### src/rtl/seq_gen_if.sv
// Handshake/bus bundle for seq_gen; `loop` exists only when SEQ_GEN_LOOP_EN is defined.
interface seq_gen_if #(
    parameter int WIDTH = 16,
    parameter int LEN_W = 5
);
    logic             start;
    logic [WIDTH-1:0] pattern;
    logic [LEN_W-1:0] len;
    logic             stop;
`ifdef SEQ_GEN_LOOP_EN
    logic             loop;
`endif
    logic             out;
    logic             out_valid;
    logic             busy;
    logic             done;
    logic [LEN_W-1:0] bit_idx;

    modport master (
        output start, pattern, len, stop,
`ifdef SEQ_GEN_LOOP_EN
        output loop,
`endif
        input  out, out_valid, busy, done, bit_idx
    );

    modport slave (
        input  start, pattern, len, stop,
`ifdef SEQ_GEN_LOOP_EN
        input  loop,
`endif
        output out, out_valid, busy, done, bit_idx
    );
endinterface

### src/rtl/seq_gen.sv
// Serial pattern generator: shifts a captured word out LSB-first with a valid qualifier.
// Optional continuous repeat of the frame is enabled with the SEQ_GEN_LOOP_EN macro.
module seq_gen #(
    parameter int WIDTH = 16,
    parameter int LEN_W = 5
) (
    input  logic      clk,
    input  logic      rst,
    seq_gen_if.slave  bus
);
    typedef enum logic [1:0] {IDLE, SHIFT, DONE} state_t;

    state_t           state;
    logic [WIDTH-1:0] shadow;
    logic [LEN_W-1:0] last_idx;
    logic [LEN_W-1:0] bit_idx_q;
    logic             out_q;
    logic             out_valid_q;
    logic             busy_q;
    logic             done_q;

    logic [LEN_W-1:0] len_eff;
    logic [LEN_W-1:0] last_in;
    logic [LEN_W-1:0] nxt_idx;
    logic [WIDTH-1:0] shifted;
    logic             nxt_bit;
    logic             loop_en;

`ifdef SEQ_GEN_LOOP_EN
    assign loop_en = bus.loop;
`else
    assign loop_en = 1'b0;
`endif

    // Zero or oversized lengths mean a full-width frame, so bit_idx stays below WIDTH.
    always_comb begin
        len_eff = bus.len;
        if (bus.len == '0 || bus.len > LEN_W'(WIDTH))
            len_eff = LEN_W'(WIDTH);
        last_in = len_eff - 1'b1;
        nxt_idx = bit_idx_q + 1'b1;
        shifted = shadow >> nxt_idx;
        nxt_bit = shifted[0];
    end

    always_ff @(posedge clk or posedge rst) begin
        if (rst) begin
            state       <= IDLE;
            shadow      <= '0;
            last_idx    <= '0;
            bit_idx_q   <= '0;
            out_q       <= 1'b0;
            out_valid_q <= 1'b0;
            busy_q      <= 1'b0;
            done_q      <= 1'b0;
        end else begin
            case (state)
                SHIFT: begin
                    if (bus.stop) begin
                        state       <= IDLE;
                        bit_idx_q   <= '0;
                        out_q       <= 1'b0;
                        out_valid_q <= 1'b0;
                        busy_q      <= 1'b0;
                    end else if (bit_idx_q == last_idx) begin
                        if (loop_en) begin
                            bit_idx_q <= '0;
                            out_q     <= shadow[0];
                        end else begin
                            state       <= DONE;
                            bit_idx_q   <= '0;
                            out_q       <= 1'b0;
                            out_valid_q <= 1'b0;
                            busy_q      <= 1'b0;
                            done_q      <= 1'b1;
                        end
                    end else begin
                        bit_idx_q <= nxt_idx;
                        out_q     <= nxt_bit;
                    end
                end
                default: begin
                    // IDLE and DONE both accept a new frame; DONE otherwise falls back to IDLE.
                    done_q <= 1'b0;
                    if (bus.start) begin
                        state       <= SHIFT;
                        shadow      <= bus.pattern;
                        last_idx    <= last_in;
                        bit_idx_q   <= '0;
                        out_q       <= bus.pattern[0];
                        out_valid_q <= 1'b1;
                        busy_q      <= 1'b1;
                    end else begin
                        state       <= IDLE;
                        out_q       <= 1'b0;
                        out_valid_q <= 1'b0;
                        busy_q      <= 1'b0;
                    end
                end
            endcase
        end
    end

    assign bus.out       = out_q;
    assign bus.out_valid = out_valid_q;
    assign bus.busy      = busy_q;
    assign bus.done      = done_q;
    assign bus.bit_idx   = bit_idx_q;
endmodule

### src/flat_wrapper.sv
// flat-port wrapper written by rule: the top's interface ports become plain ports
module seq_gen_flat 
#(
    parameter int WIDTH = 16,
    parameter int LEN_W = 5
)
  (clk, rst, bus_start, bus_pattern, bus_len, bus_stop, bus_out, bus_out_valid, bus_busy, bus_done, bus_bit_idx);
  seq_gen_if #(.WIDTH(WIDTH), .LEN_W(LEN_W)) bus_i ();
  input  logic clk;
  input  logic rst;
  input wire logic [$bits(bus_i.start)-1:0] bus_start;
  input wire logic [$bits(bus_i.pattern)-1:0] bus_pattern;
  input wire logic [$bits(bus_i.len)-1:0] bus_len;
  input wire logic [$bits(bus_i.stop)-1:0] bus_stop;
  output wire logic [$bits(bus_i.out)-1:0] bus_out;
  output wire logic [$bits(bus_i.out_valid)-1:0] bus_out_valid;
  output wire logic [$bits(bus_i.busy)-1:0] bus_busy;
  output wire logic [$bits(bus_i.done)-1:0] bus_done;
  output wire logic [$bits(bus_i.bit_idx)-1:0] bus_bit_idx;
  assign bus_i.start = bus_start;
  assign bus_i.pattern = bus_pattern;
  assign bus_i.len = bus_len;
  assign bus_i.stop = bus_stop;
  assign bus_out = bus_i.out;
  assign bus_out_valid = bus_i.out_valid;
  assign bus_busy = bus_i.busy;
  assign bus_done = bus_i.done;
  assign bus_bit_idx = bus_i.bit_idx;
  seq_gen #(.WIDTH(WIDTH), .LEN_W(LEN_W)) u_core (.clk(clk), .rst(rst), .bus(bus_i));
endmodule
### config.mk
export PLATFORM = sky130hd
export DESIGN_NAME = seq_gen_flat
export DESIGN_NICKNAME = d
export VERILOG_FILES = /design/src/rtl/seq_gen_if.sv /design/src/rtl/seq_gen.sv /design/src/flat_wrapper.sv
export SDC_FILE = /design/constraint.sdc
export NUM_CORES = 1
export LEC_CHECK = 0
export BUFFER_PORTS_ARGS = -buffer_cell sky130_fd_sc_hd__buf_2
export CORE_MARGIN = 10
export CORE_UTILIZATION = 40
export CTS_BUF_LIST = sky130_fd_sc_hd__clkbuf_16
export CTS_CLUSTER_SIZE = 40
export DETAILED_ROUTE_END_ITERATION = 8
export RECOVER_POWER = 100
export SLEW_MARGIN = 20
export SYNTH_ARGS = -nofsm -noshare
export SYNTH_HDL_FRONTEND = slang
export SYNTH_SLANG_ARGS = --single-unit
### constraint.sdc
create_clock -name clk -period 3.31 [get_ports clk]
set_input_delay 0.1655 -clock clk [delete_from_list [all_inputs] [get_ports clk]]
set_output_delay 0.1655 -clock clk [all_outputs]
set_load 0.1 [all_outputs]
==> run_results.csv, run 1 <==
group,metric,value,unit
global_route,overflow,0,
critical_path,crit_type,"reg -> reg",
clock_network,cts_buffers,5,
floorplanning,die_x,81.0,um
critical_path,critPathMaxFanout,10,
power,total_power,1.39,mW
timing,fin_skew,5.62,ps
hold_path,worstHoldPathCells,2,
timing,rsz0062_at_grt,"false",
logic_synthesis,synth-compound-area-share,0.0731,
critical_path,slowest_stage,"mux4_1",
logic_synthesis,ys_top_cells_by_area,"dfrtp_1, mux2_2, mux4_1",
critical_path,reg2reg_to,"u_core.bus.out$_DFF_PP0_",
finish,antenna_cells,0,
clock_network,cts.sinks,30,
logic_synthesis,async_flop_share,1.00,
critical_path,critPathBufInv,0,
floorplanning,io_pins,34,
global_route,grt_pass1_wl,5190,um
critical_path,path_depth,5,
floorplanning,initial_core_util,0.410,
timing,drv_slew,0,
placed_design,hpwl,2240,um
finish,num-fill-cells,358,
critical_path,cp-startpoint,"u_core.bus.bit_idx[0]$_DFFE_PP0P_",
logic_synthesis,postSynthCellCount,122,
power,p_per_area,769,nW/um2
logic_synthesis,synth.top_cell.area_share,0.504,
route,wl_per_cell,14.9,um
critical_path,cp_cell_sequence,"ha_1, mux4_1, mux2i_1, mux2_2, o31ai_1",
logic_synthesis,ys_seq_area_frac,0.504,
route,drc,0,
logic_synthesis,synth_commonest_cells,"dfrtp_1, mux2_2, nand2_1",
finish,layout-drive-gt1-share,0.302,
power,p_leak,0.797,nW
timing,worstMarginPinSlew,1180,ps
timing,timing.final.crit_share,0.637,
timing,max_slew_margin,0.216,
logic_synthesis,synth_top_family_by_area,"multiplexers",
hold_path,min_to,"u_core.state[1]$_DFFE_PP0P_",
timing,finalSetupTns,0,ps
critical_path,cpPeakStageDelay,590,ps
logic_synthesis,synth-simple-area-share,0.0958,
timing,fmax,0.474,GHz
route,initialDrtViolationCount,61,
hold_path,hold_start,"bus_stop",
clock_network,cts-resized-gates,0,
route,ant_nets,0,
logic_synthesis,synthXorXnorAreaFrac,0.0639,
global_route,grt_pass1_vias,1117,
finish,nets,186,
timing,setup_viol,0,
clock_network,htree_levels,2,
critical_path,worstRegToRegCells,5,
clock_network,post_cts_buffers,0,
global_route,antenna_found_initial,0,
logic_synthesis,synth_ff_type,"dfrtp_1",
floorplanning,die_h,81.0,um
clock_network,clockRootBuffer,"clkbuf_16",
critical_path,start_kind,"flip-flop",
logic_synthesis,synth_area,1490,um2
critical_path,endpoint_kind,"flip-flop",
hold_path,min_path_type,"in -> reg",
route,viasPerCell,5.10,
clock_network,hold_buffers,0,
logic_synthesis,yosys_warnings,0,
placed_design,portBuffers,33,
critical_path,worst_ep_arrival_time,2230,ps
logic_synthesis,syn_avg_cell_area,12.2,um2
floorplanning,core_area,3630,um2
timing,finalHoldViolCount,0,
clock_network,clkTransAtPathRegs,50,ps
logic_synthesis,synth_nets,150,
floorplanning,die_area,6560,um2
logic_synthesis,synthMuxAreaShare,0.210,
status,status,"finished, final reports clean",
logic_synthesis,synthAdderAreaFrac,0.0252,
route,vias,1055,
route,drtPass1Iterations,4,
route,wl,3080,um
global_route,track_usage,0.103,
critical_path,rr_startpoint,"u_core.bus.bit_idx[0]$_DFFE_PP0P_",
placed_design,gp_congestion,0.807,
timing,fin_crit,2110,ps
critical_path,r2r_setup_slack,1200,ps
logic_synthesis,synth_edf_count,0,
floorplanning,fp-row-count,22,
run,drv_cap,0,
clock_network,cts_tree,"yes",
clock_network,clk_latency,270,ps
logic_synthesis,synth_seq_cells,30,
power,irDropWorstVdd,366,uV
global_route,grt_start_max_net_pins,31,
logic_synthesis,yosysTopAreaCell,"dfrtp_1",
critical_path,cp.required,3440,ps
logic_synthesis,yosysMostFrequentCell,"dfrtp_1",
critical_path,path_delay_family,"multiplexers",
clock_network,cts_buffer_depth,2,
logic_synthesis,ys_types,29,
finish,area.growth.synth_to_final,21.3,%
==> logic make-up (layout without fill, tap and decap cells) <==
family / after synthesis / in the layout
AO/OA/AOI/OAI: 17 / 17
XOR/XNOR: 10 / 10
adder cells (fa/ha/maj): 3 / 3
buffers and inverters: 9 / 46
flip-flops: 30 / 30
multiplexers: 23 / 23
AND/OR/NAND/NOR: 30 / 30
==> worst max-delay path by stage <==
| stage | to | slack [ps] |
|---|---|---|
| after global routing | u_core.bus.out$_DFF_PP0_ | 1030 |
| after detailed placement | u_core.bus.out$_DFF_PP0_ | 1200 |
| after CTS | u_core.bus.out$_DFF_PP0_ | 1170 |
| final | u_core.bus.out$_DFF_PP0_ | 1200 |
| after global placement | u_core.bus.out$_DFF_PP0_ | 1180 |
| after floorplan | u_core.bus.out$_DFF_PP0_ | 970 |
==> metrics by stage <==
step	hold slack [ps]	setup slack (ps)	util	area (um2)	std cells
after floorplan	238	970	-	1490	122
final	89.3	1200	0.497	1810	207
after global routing	91.5	1030	0.497	1810	207
after detailed placement	288	1200	0.466	1690	199
after CTS	1.71	1170	0.503	1830	207
after global placement	361	1180	0.466	1690	199
==> cell type report <==
class,instances,area [um2],share of cell area
multi-input cells,83,687,0.380
well taps,48,60.1,0.0332
inverters,5,18.8,0.0104
flip-flops and latches,30,751,0.416
clock buffers,5,125,0.0693
repair buffers,33,153,0.0845
clock inverters,3,12.5,0.00693
==> routing by layer <==
metal,track usage,part of all wire
met3,0.0552,0.098
met1,0.121,0.42
met5,0,0
met4,0.0415,0.012
met2,0.154,0.47
==> where the power goes <==
part	internal [mW]	switching [mW]
registers	0.457	0.0672
logic	0.176	0.272
clock network	0.270	0.148
total	0.903	0.487
==> placed cells by master (no fill, tap or decap), drive strengths merged <==
| cell type | Yosys | layout |
|---|---|---|
| dfrtp | 30 | 30 |
| buf | 4 | 23 |
| mux2 | 17 | 17 |
| clkbuf | 0 | 15 |
| nand2 | 13 | 13 |
| xnor2 | 8 | 8 |
| o21ai | 8 | 8 |
| inv | 5 | 6 |
| nor2 | 5 | 5 |
| nand3 | 4 | 4 |
| mux4 | 4 | 4 |
| nand2b | 3 | 3 |
| o211ai | 3 | 3 |
| ha | 3 | 3 |
| nor2b | 2 | 2 |
| mux2i | 2 | 2 |
| o31ai | 2 | 2 |
| xor2 | 2 | 2 |
| clkinv | 0 | 2 |
| a22oi | 1 | 1 |
| or4 | 1 | 1 |
| a21oi | 1 | 1 |
| a31oi | 1 | 1 |
| nor4 | 1 | 1 |
| nor3 | 1 | 1 |
| o21a | 1 | 1 |
==> state kept, by name, indices dropped and copies added, names as in the netlist <==
register	count
u_core.state	2
u_core.bus.done	1
u_core.last_idx	5
u_core.bus.out	1
u_core.shadow	16
u_core.bus.bit_idx	5
Power figures use the tool's default switching activity.
==> run 2, diff against run 1 <==
==> constraint.sdc (replaced) <==
create_clock -name clk -period 1.9 [get_ports clk]
set_input_delay 0.095 -clock clk [delete_from_list [all_inputs] [get_ports clk]]
set_output_delay 0.095 -clock clk [all_outputs]
set_load 0.1 [all_outputs]
==> run_results.csv, run 2 (synthesis results as in run 1) <==
group,metric,value,unit
run,drv_cap,0,
critical_path,endpoint_kind,"flip-flop",
floorplanning,initial_core_util,0.410,
critical_path,r2r_setup_slack,120,ps
clock_network,htree_levels,2,
power,total_power,2.46,mW
global_route,grt_start_max_net_pins,31,
global_route,overflow,0,
power,irDropWorstVdd,589,uV
global_route,grt_pass1_vias,1135,
global_route,track_usage,0.102,
critical_path,cp.required,2050,ps
route,drc,0,
finish,fin_cells,215,
finish,final_core_utilization,0.521,
finish,antenna_cells,0,
timing,fin_crit,1780,ps
placed_design,portBuffers,33,
timing,fmax,0.563,GHz
clock_network,cts_buffers,5,
floorplanning,die_x,81.0,um
finish,final_common_cell,"dfrtp_1",
placed_design,dp_cells,206,
critical_path,worstRegToRegCells,5,
finish,regMostFlops,"u_core.shadow",
clock_network,clockRootBuffer,"clkbuf_16",
global_route,grt_pass1_wl,5200,um
timing,drv_slew,0,
clock_network,cts_tree,"yes",
clock_network,cts_buffer_depth,2,
power,p_per_area,1300,nW/um2
timing,fin_skew,1.49,ps
hold_path,min_to,"u_core.state[1]$_DFFE_PP0P_",
critical_path,start_kind,"flip-flop",
floorplanning,fp-row-count,22,
placed_design,hpwl,2350,um
placed_design,gp_congestion,0.783,
critical_path,worst_ep_arrival_time,1930,ps
global_route,antenna_found_initial,0,
clock_network,clk_latency,270,ps
floorplanning,core_area,3630,um2
timing,finalHoldViolCount,0,
finish,area.growth.synth_to_final,27.1,%
power,p_leak,0.838,nW
route,vias,1071,
timing,worstMarginPinSlew,1170,ps
clock_network,cts.sinks,30,
route,initialDrtViolationCount,42,
route,viasPerCell,4.98,
floorplanning,die_area,6560,um2
hold_path,min_path_type,"in -> reg",
route,drtPass1Iterations,4,
route,wl,3100,um
clock_network,post_cts_buffers,0,
clock_network,clkTransAtPathRegs,50,ps
hold_path,worstHoldPathCells,2,
finish,largest_reg_flops,16,
critical_path,rr_startpoint,"u_core.bus.bit_idx[0]$_DFFE_PP0P_",
timing,rsz0062_at_grt,"false",
critical_path,critPathMaxFanout,5,
floorplanning,die_h,81.0,um
route,ant_nets,0,
critical_path,reg2reg_to,"u_core.bus.out$_DFF_PP0_",
status,status,"finished, final reports clean",
timing,setup_viol,0,
finish,nets,194,
route,wl_per_cell,14.4,um
floorplanning,io_pins,34,
finish,mostFrequentLayoutCells,"dfrtp_1, buf_2, mux2_2",
timing,timing.final.crit_share,0.935,
finish,layout-drive-gt1-share,0.395,
timing,max_slew_margin,0.223,
critical_path,crit_type,"reg -> reg",
hold_path,hold_start,"bus_stop",
==> run 2: cell count changes in the layout (fill, tap and decap cells not counted), sizes merged <==
| cell | before | now |
|---|---|---|
| dlygate4sd3 | 0 | 1 |
| clkbuf | 15 | 18 |
| buf | 23 | 27 |
==> run 2: per-stage QoR <==
step	setup slack, ps	hold slack, ps	instance area [um2]	setup TNS (ps)
after floorplan	-190	168	1500	-190
after global placement	-9.90	184	1750	-9.90
after detailed placement	-57.2	182	1750	-77.3
after CTS	4.54	14.2	1900	0
after global routing	38.3	28.3	1890	0
final	123	18.4	1890	0
==> run 2: what timing repair did <==
item,4_1_cts,5_1_grt
gates resized for setup,1,1
endpoints found under the hold margin,30,0
cloned,0,0
hold buffers,1,0
setup endpoints to repair,1,1
==> run 2: metal layers <==
metal / global-route usage / vias to the layer above / share of wire
met4: 0.0415 / 0 / 0.0090
met3: 0.0442 / 4 / 0.062
li1: - / 521 / -
met2: 0.172 / 21 / 0.53
met5: 0 / - / 0
met1: 0.109 / 525 / 0.40
==> run 2: worst max-delay path, stage by stage (launching register included) <==
cell,delay (ps)
dfrtp_2,420
ha_4,310
mux4_1,560
mux2i_1,150
mux2_1,160
o31ai_2,60
==> run 2: worst max-delay path by stage <==
| stage | startpoint | to | slack [ps] | cells after the start |
|---|---|---|---|---|
| floorplan | u_core.bus.bit_idx[1]$_DFFE_PP0P_ | u_core.bus.out$_DFF_PP0_ | -190 | 5 |
| global placement | u_core.bus.bit_idx[0]$_DFFE_PP0P_ | u_core.bus.out$_DFF_PP0_ | -10 | 5 |
| detailed placement | bus_len[1] | u_core.last_idx[4]$_DFFE_PP0P_ | -60 | 8 |
| CTS | u_core.bus.bit_idx[1]$_DFFE_PP0P_ | u_core.bus.out$_DFF_PP0_ | 5 | 5 |
| global route | u_core.bus.bit_idx[1]$_DFFE_PP0P_ | u_core.bus.out$_DFF_PP0_ | 40 | 5 |
| finish | u_core.bus.bit_idx[0]$_DFFE_PP0P_ | u_core.bus.out$_DFF_PP0_ | 120 | 5 |
==> run 2: layout make-up <==
class	count	area, um2
Fill cell	342	1740
Multi-Input combinational cell	83	704
Tap cell	48	60.1
Clock inverter	3	12.5
Sequential cell	30	758
Inverter	5	18.8
Clock buffer	5	125
Timing Repair Buffer	41	213
==> run 2: report_power, final <==
part / internal, mW / switching [mW] / total [mW]
logic: 0.343 / 0.501 / 0.843
clock network: 0.471 / 0.251 / 0.722
registers: 0.800 / 0.0990 / 0.899
